--- src/rtl/fire2_pkg.sv ---
// Shared sizing, the weight word type and the sequencer state encoding for the
// fire2 squeeze weight path.
package fire2_pkg;

  localparam int WIDTH  = 16;
  localparam int NUM    = 16;
  localparam int ADDR   = 10;
  localparam int DEPTH  = 576;
  localparam int PASSES = 3025;

  typedef logic [NUM-1:0][WIDTH-1:0] weight_t;

  typedef enum logic [1:0] {
    IDLE  = 2'd0,
    RUN   = 2'd1,
    DRAIN = 2'd2
  } state_t;

endpackage

--- src/rtl/fire2_squeeze_weight_seq_fifo.sv ---
// weight_skid_fifo: 3-entry skid buffer between the ROM capture and the MAC
// handshake; payload width is a parameter.
module weight_skid_fifo #(
  parameter int PW = 8
) (
  input  logic          clk,
  input  logic          rst_n,
  input  logic          push,
  input  logic [PW-1:0] push_data,
  input  logic          pop,
  output logic [PW-1:0] pop_data,
  output logic [1:0]    count,
  output logic          full,
  output logic          empty
);
  import fire2_pkg::*;

  logic [PW-1:0] mem [0:2];
  logic [1:0]    wr_ptr;
  logic [1:0]    rd_ptr;
  logic          do_push;
  logic          do_pop;

  function automatic logic [1:0] ptr_next(input logic [1:0] p);
    return (p == 2'd2) ? 2'd0 : p + 2'd1;
  endfunction

  assign empty    = (count == 2'd0);
  assign full     = (count == 2'd3);
  assign do_pop   = pop && !empty;
  assign do_push  = push && (!full || do_pop);
  assign pop_data = mem[rd_ptr];

  always_ff @(posedge clk or negedge rst_n) begin
    if (!rst_n) begin
      wr_ptr <= 2'd0;
      rd_ptr <= 2'd0;
      count  <= 2'd0;
    end else begin
      if (do_push) wr_ptr <= ptr_next(wr_ptr);
      if (do_pop)  rd_ptr <= ptr_next(rd_ptr);
      count <= count + {1'b0, do_push} - {1'b0, do_pop};
    end
  end

  // storage is data only; emptiness is tracked by the reset count
  always_ff @(posedge clk) begin
    if (do_push) mem[wr_ptr] <= push_data;
  end

endmodule

--- src/rtl/fire2_squeeze_weight_seq.sv ---
// Sweeps the squeeze weight ROM once per output pass and streams the words to the
// MAC array. Optional macro FIRE2_SEQ_STALL_CNT_EN adds a stall_cycles counter.
module fire2_squeeze_weight_seq #(
  parameter int WIDTH  = fire2_pkg::WIDTH,
  parameter int NUM    = fire2_pkg::NUM,
  parameter int ADDR   = fire2_pkg::ADDR,
  parameter int DEPTH  = fire2_pkg::DEPTH,
  parameter int PASSES = fire2_pkg::PASSES,
  parameter int PASS_W = (PASSES > 1) ? $clog2(PASSES) : 1
) (
  input  logic              clk,
  input  logic              rst_n,
  input  logic              start,
  output logic              busy,
  output logic              done,
  output logic [ADDR-1:0]   rom_addr,
  input  logic [WIDTH-1:0]  rom_data [0:NUM-1],
  output logic              w_valid,
  input  logic              w_ready,
  output logic [WIDTH-1:0]  w_data [0:NUM-1],
  output logic              w_first,
  output logic              w_last,
  output logic [PASS_W-1:0] pass_idx
`ifdef FIRE2_SEQ_STALL_CNT_EN
  ,
  output logic [31:0]       stall_cycles
`endif
);
  import fire2_pkg::*;

  localparam int LW = WIDTH * NUM;
  localparam int PW = LW + 2 + PASS_W;

  state_t            state;
  logic [ADDR-1:0]   addr_cnt;
  logic [PASS_W-1:0] pass_cnt;
  logic              inflight;
  logic              inf_first;
  logic              inf_last;
  logic [PASS_W-1:0] inf_pass;

  logic              issue;
  logic              last_addr;
  logic              last_pass;
  logic              fifo_push;
  logic              fifo_pop;
  logic [PW-1:0]     push_word;
  logic [PW-1:0]     head;
  logic [1:0]        fifo_count;
  logic              fifo_full;
  logic              fifo_empty;

  assign last_addr = (addr_cnt == ADDR'(DEPTH - 1));
  assign last_pass = (pass_cnt == PASS_W'(PASSES - 1));
  // the count of words held or on their way never exceeds the FIFO depth
  assign issue     = (state == RUN) && (({1'b0, fifo_count} + {2'b0, inflight}) < 3'd3);
  assign rom_addr  = addr_cnt;

  // issue stage: address sweep, pass counting and run control
  always_ff @(posedge clk or negedge rst_n) begin
    if (!rst_n) begin
      state     <= IDLE;
      busy      <= 1'b0;
      addr_cnt  <= '0;
      pass_cnt  <= '0;
      inflight  <= 1'b0;
      inf_first <= 1'b0;
      inf_last  <= 1'b0;
      inf_pass  <= '0;
    end else begin
      inflight <= issue;
      if (issue) begin
        inf_first <= (addr_cnt == '0);
        inf_last  <= last_addr;
        inf_pass  <= pass_cnt;
      end
      case (state)
        IDLE: begin
          if (start) begin
            state    <= RUN;
            busy     <= 1'b1;
            addr_cnt <= '0;
            pass_cnt <= '0;
          end
        end
        RUN: begin
          if (issue) begin
            if (last_addr) begin
              addr_cnt <= '0;
              if (last_pass) begin
                state    <= DRAIN;
                pass_cnt <= '0;
              end else begin
                pass_cnt <= pass_cnt + PASS_W'(1);
              end
            end else begin
              addr_cnt <= addr_cnt + ADDR'(1);
            end
          end
        end
        DRAIN: begin
          if (done) begin
            state <= IDLE;
            busy  <= 1'b0;
          end
        end
        default: state <= IDLE;
      endcase
    end
  end

  // capture stage: ROM word plus its tags enter the skid buffer
  always_comb begin
    push_word = '0;
    for (int i = 0; i < NUM; i++) push_word[i*WIDTH +: WIDTH] = rom_data[i];
    push_word[LW +: PASS_W]   = inf_pass;
    push_word[LW + PASS_W]     = inf_last;
    push_word[LW + PASS_W + 1] = inf_first;
  end

  assign fifo_push = inflight && !fifo_full;
  assign fifo_pop  = w_valid && w_ready;

  weight_skid_fifo #(
    .PW(PW)
  ) u_fifo (
    .clk      (clk),
    .rst_n    (rst_n),
    .push     (fifo_push),
    .push_data(push_word),
    .pop      (fifo_pop),
    .pop_data (head),
    .count    (fifo_count),
    .full     (fifo_full),
    .empty    (fifo_empty)
  );

  // output stage: head of the buffer, forced to zero while nothing is held
  assign w_valid = !fifo_empty;

  always_comb begin
    for (int i = 0; i < NUM; i++) w_data[i] = w_valid ? head[i*WIDTH +: WIDTH] : '0;
    pass_idx = w_valid ? head[LW +: PASS_W] : '0;
    w_last   = w_valid && head[LW + PASS_W];
    w_first  = w_valid && head[LW + PASS_W + 1];
  end

  assign done = fifo_pop && (state == DRAIN) && head[LW + PASS_W] &&
                (head[LW +: PASS_W] == PASS_W'(PASSES - 1));

`ifdef FIRE2_SEQ_STALL_CNT_EN
  always_ff @(posedge clk or negedge rst_n) begin
    if (!rst_n) begin
      stall_cycles <= '0;
    end else if (start && (state == IDLE)) begin
      stall_cycles <= '0;
    end else if (w_valid && !w_ready && (stall_cycles != '1)) begin
      stall_cycles <= stall_cycles + 32'd1;
    end
  end
`endif

endmodule

--- config.mk ---
export PLATFORM = sky130hd
export DESIGN_NAME = fire2_squeeze_weight_seq
export DESIGN_NICKNAME = d
export VERILOG_FILES = /design/src/rtl/fire2_pkg.sv /design/src/rtl/fire2_squeeze_weight_seq_fifo.sv /design/src/rtl/fire2_squeeze_weight_seq.sv
export SDC_FILE = /design/constraint.sdc
export NUM_CORES = 1
export LEC_CHECK = 0
export BUFFER_PORTS_ARGS = -buffer_cell sky130_fd_sc_hd__buf_2
export CAP_MARGIN = 20
export CORE_ASPECT_RATIO = 1.25
export CORE_UTILIZATION = 50
export DETAILED_ROUTE_END_ITERATION = 7
export PLACE_DENSITY = 0.79
export REMOVE_ABC_BUFFERS = 1
export SLEW_MARGIN = 20
export SYNTH_ARGS = -nofsm -noshare
export SYNTH_HDL_FRONTEND = slang
export SYNTH_HIERARCHICAL = 1
export SYNTH_SLANG_ARGS = --single-unit
--- constraint.sdc ---
create_clock -name clk -period 23.7 [get_ports clk]
set_input_delay 2.37 -clock clk [delete_from_list [all_inputs] [get_ports clk]]
set_output_delay 2.37 -clock clk [all_outputs]
set_load 0.005 [all_outputs]
==> out/qor.txt <==
most used cell along the critical path - buf_4
Post-Synth Adder-Cell Area - 0.00254
GRT Util Overall - 0.207
drt pass-1 iters - 5
routed wire length - 75,100 µm
worst reg2reg path depth - 9
hold path cells - 0
final worst path period share - 0.271
number of vias per cell - 5.37
fin. max-slew vios - 0
Final Hold Fails - 0
sequential share of the synthesized area - 0.739
layout cells sized above 1 - 0.248
Core Util, Final - 0.590
Worst Max-Slew Pin Slew - 1300 ps
wire per inst - 20.1 µm
Worst VDD drop - 121 µV
largest net degree at the start of global routing - 217
initial antenna violation count - 21
die area - 70,000 µm²
Pwr Total - 5.45 mW
via count - 20,056
Clock Sinks - 856
FMAX - 156 MHz
TritonCTS clock tree - built
Metal-1 WL - 28,600 µm
Detail Route met3 WL - 4410 µm
Worst slew margin - 0.134
yosys warns - 6
Synth cell types - 50
Synth Area in XOR/XNOR - 0.00127
clock slew at reported path FFs - 70 ps
root buffer cell - clkbuf_16
clk_lat worst skew - 610 ps
Top Ports - 543
reg-to-reg endpoint - u_fifo/mem[0][69]
Synth Area in Compound Gates - 0.0486
initial core utilization - 0.506
Layout area overhead - 16.7%
Hold Crit Start - inf_pass[9]
Antenna Violating Nets Remaining - 0
die height - 296 µm
Async S/R FF share, synth - 0.0537
first-pass GRT wire length - 112,000 µm
DRT iter0 DRCs - 1,530
cts repair resizes - 0
Worst Path Required - 21,330 ps
total CTS buffers - 81
Startpoint Class - flip-flop
gr ovfl total - 0
max layer used - met5
I/O Buffers - 542
WS Path Type - flip-flop to output port
Final Setup Violations - 0
Synth Area per Inst - 15.2 µm²
PD cells - 135 nW/µm²
Synth Area in Simple Gates - 0.0957
worst r2r src - u_fifo/count[1]
max-cap violations - 0
Syn Inst Count - 2,262
Syn Std Cell Area - 34,500 µm²
Post-CTS Setup Bufs - 0
Detailed Place HPWL - 47,000 µm
slowest CP cell - dfrtp_4
htree depth - 3
Crit Path Max Fanout - 58
status - completed
Final min period - 6420 ps
setup TNS - 0 ps
vias in the first global route - 19,918
# rows - 107
cells along the critical path - buf_4 > buf_4 > mux2i_1 > o21ai_1 > nor2b_1 > buf_2
CP arrival - 4050 ps
crit end category - output port
routability cong. - 0.908
Worst Clk Skew - 17.4 ps
Pleak - 14.9 nW
Hold EP - u_fifo/mem[0][265]
Most used DFF post-synth - edfxtp_1
Core Area - 68,100 µm²
main combinational cell family by area after synthesis - simple AND/OR/NAND/NOR gates
RSZ-0062 raised after global routing - no
worst stage delay on the critical path - 990 ps
Residual DRC - 0
Die Wd - 237 µm
mux contribution to synthesized area - 0.0823
WL met2 - 39,200 µm
CTS Buffer Depth - 3
post-synthesis sequential element count - 856
Post-synth EDFFs - 810
fill count - 5,080
final net count - 3,044
R2R Setup Slk - 18,470 ps
CTS Hold Bufs - 0
min-delay worst type - flip-flop to flip-flop
==> state kept, by name (all words and copies together), names as in the netlist <==
| register | cells |
|---|---|
| inf_first | 1 |
| busy | 1 |
| pass_cnt | 12 |
| u_fifo/rd_ptr | 2 |
| u_fifo/count | 2 |
| rom_addr | 10 |
| state | 2 |
| u_fifo/mem | 810 |
| inflight | 1 |
| u_fifo/wr_ptr | 2 |
| inf_last | 1 |
| inf_pass | 12 |
==> cells by family (layout without fill, tap and decap cells) <==
logic type      after synthesis  count (layout)
flops                       856             856
other cells                   0              18
buf+inv                     140             722
compound gates              316             316
xor+xnor                      5               5
simple gates                656             656
mux                         282             282
fa+ha+maj                     7               7
==> worst max path at each step <==
| stage | slack (ps) | endpoint | cells after the start | start |
|---|---|---|---|---|
| floorplan | -980 | u_fifo/mem[2][0] | 5 | u_fifo/count[0] |
| global placement | 17960 | w_data[205] | 6 | u_fifo/rd_ptr[0] |
| detailed placement | 17910 | w_data[18] | 6 | u_fifo/rd_ptr[0] |
| CTS | 17200 | w_data[18] | 6 | u_fifo/rd_ptr[0] |
| global route | 17080 | w_data[102] | 6 | u_fifo/rd_ptr[0] |
| finish | 17280 | w_data[18] | 6 | u_fifo/rd_ptr[0] |
==> power by group <==
group	total [mW]	internal, mW	switching, mW	leakage [nW]
Combinational	1.84	0.723	1.11	5.63
Clock	1.29	0.726	0.559	1.29
Sequential	2.33	2.17	0.153	7.98
Total	5.45	3.62	1.83	14.9
==> worst max-delay path: cells and delay by family, from the launching register on <==
| kind | cells | cell delay, ps |
|---|---|---|
| compound gates | 1 | 80 |
| buf+inv | 3 | 1770 |
| flops | 1 | 990 |
| mux | 1 | 310 |
| simple gates | 1 | 170 |
==> stage by stage <==
stage	setup WS (ps)	area [µm²]	instances	hold WS [ps]
after floorplan	-984	33500	2133	454
after global placement	17960	37500	3565	464
after detailed placement	17910	37500	3565	487
after CTS	17200	40200	3715	496
after global routing	17080	40200	3729	511
final	17280	40200	3734	496
==> routing by layer <==
| layer | global-route usage | up-vias |
|---|---|---|
| met4 | 0.105 | 16 |
| met5 | 0 | - |
| met3 | 0.0401 | 167 |
| li1 | - | 9341 |
| met2 | 0.360 | 681 |
| met1 | 0.246 | 9851 |
==> cell usage in the layout, fill, tap and decap left out, types with 6 or more instances in the layout <==
cell       Yosys  final
edfxtp_1     810    810
buf_2         40    542
nand2_1      299    299
nor2b_1      273    273
mux2i_1      271    271
o21ai_1      267    267
clkbuf_16      0     82
dfrtp_1       46     44
nor2_1        32     31
o21ai_0       20     20
diode_2        0     18
clkinv_1       0     16
clkbuf_1      54     15
nand3_1       12     12
clkinv_2       0     12
buf_4          3     12
inv_1         11     11
mux2_2        11     11
a221o_1        7      7
ha_1           7      7
bufinv_16      0      7
a21oi_1        6      6
==> Yosys cell counts (4+ instances only) <==
master | number | area, µm²
a21o_1 | 4 | 30.0
a21oi_1 | 6 | 30.0
a221o_1 | 7 | 70.1
buf_12 | 23 | 460
buf_2 | 40 | 200
buf_8 | 7 | 105
clkbuf_1 | 54 | 203
dfrtp_1 | 46 | 1150
edfxtp_1 | 810 | 24300
ha_1 | 7 | 87.6
inv_1 | 11 | 41.3
mux2_2 | 11 | 124
mux2i_1 | 271 | 2710
nand2_1 | 299 | 1120
nand3_1 | 12 | 60.1
nand4_1 | 5 | 31.3
nor2_1 | 32 | 120
nor2b_1 | 273 | 1710
nor3_1 | 6 | 30.0
nor4_1 | 5 | 31.3
o21ai_0 | 20 | 100
o21ai_1 | 267 | 1340
xnor2_1 | 5 | 43.8
==> layout make-up <==
type | instances | area, µm² | area share
flip-flops and latches | 856 | 25500 | 0.633
multi-input cells | 1266 | 7960 | 0.198
repair buffers | 561 | 2940 | 0.0731
clock buffers | 98 | 2120 | 0.0527
well taps | 872 | 1090 | 0.0271
clock inverters | 52 | 546 | 0.0136
diodes | 18 | 45.0 | 0.00112
inverters | 11 | 41.3 | 0.00103
Power figures use the tool's default switching activity.
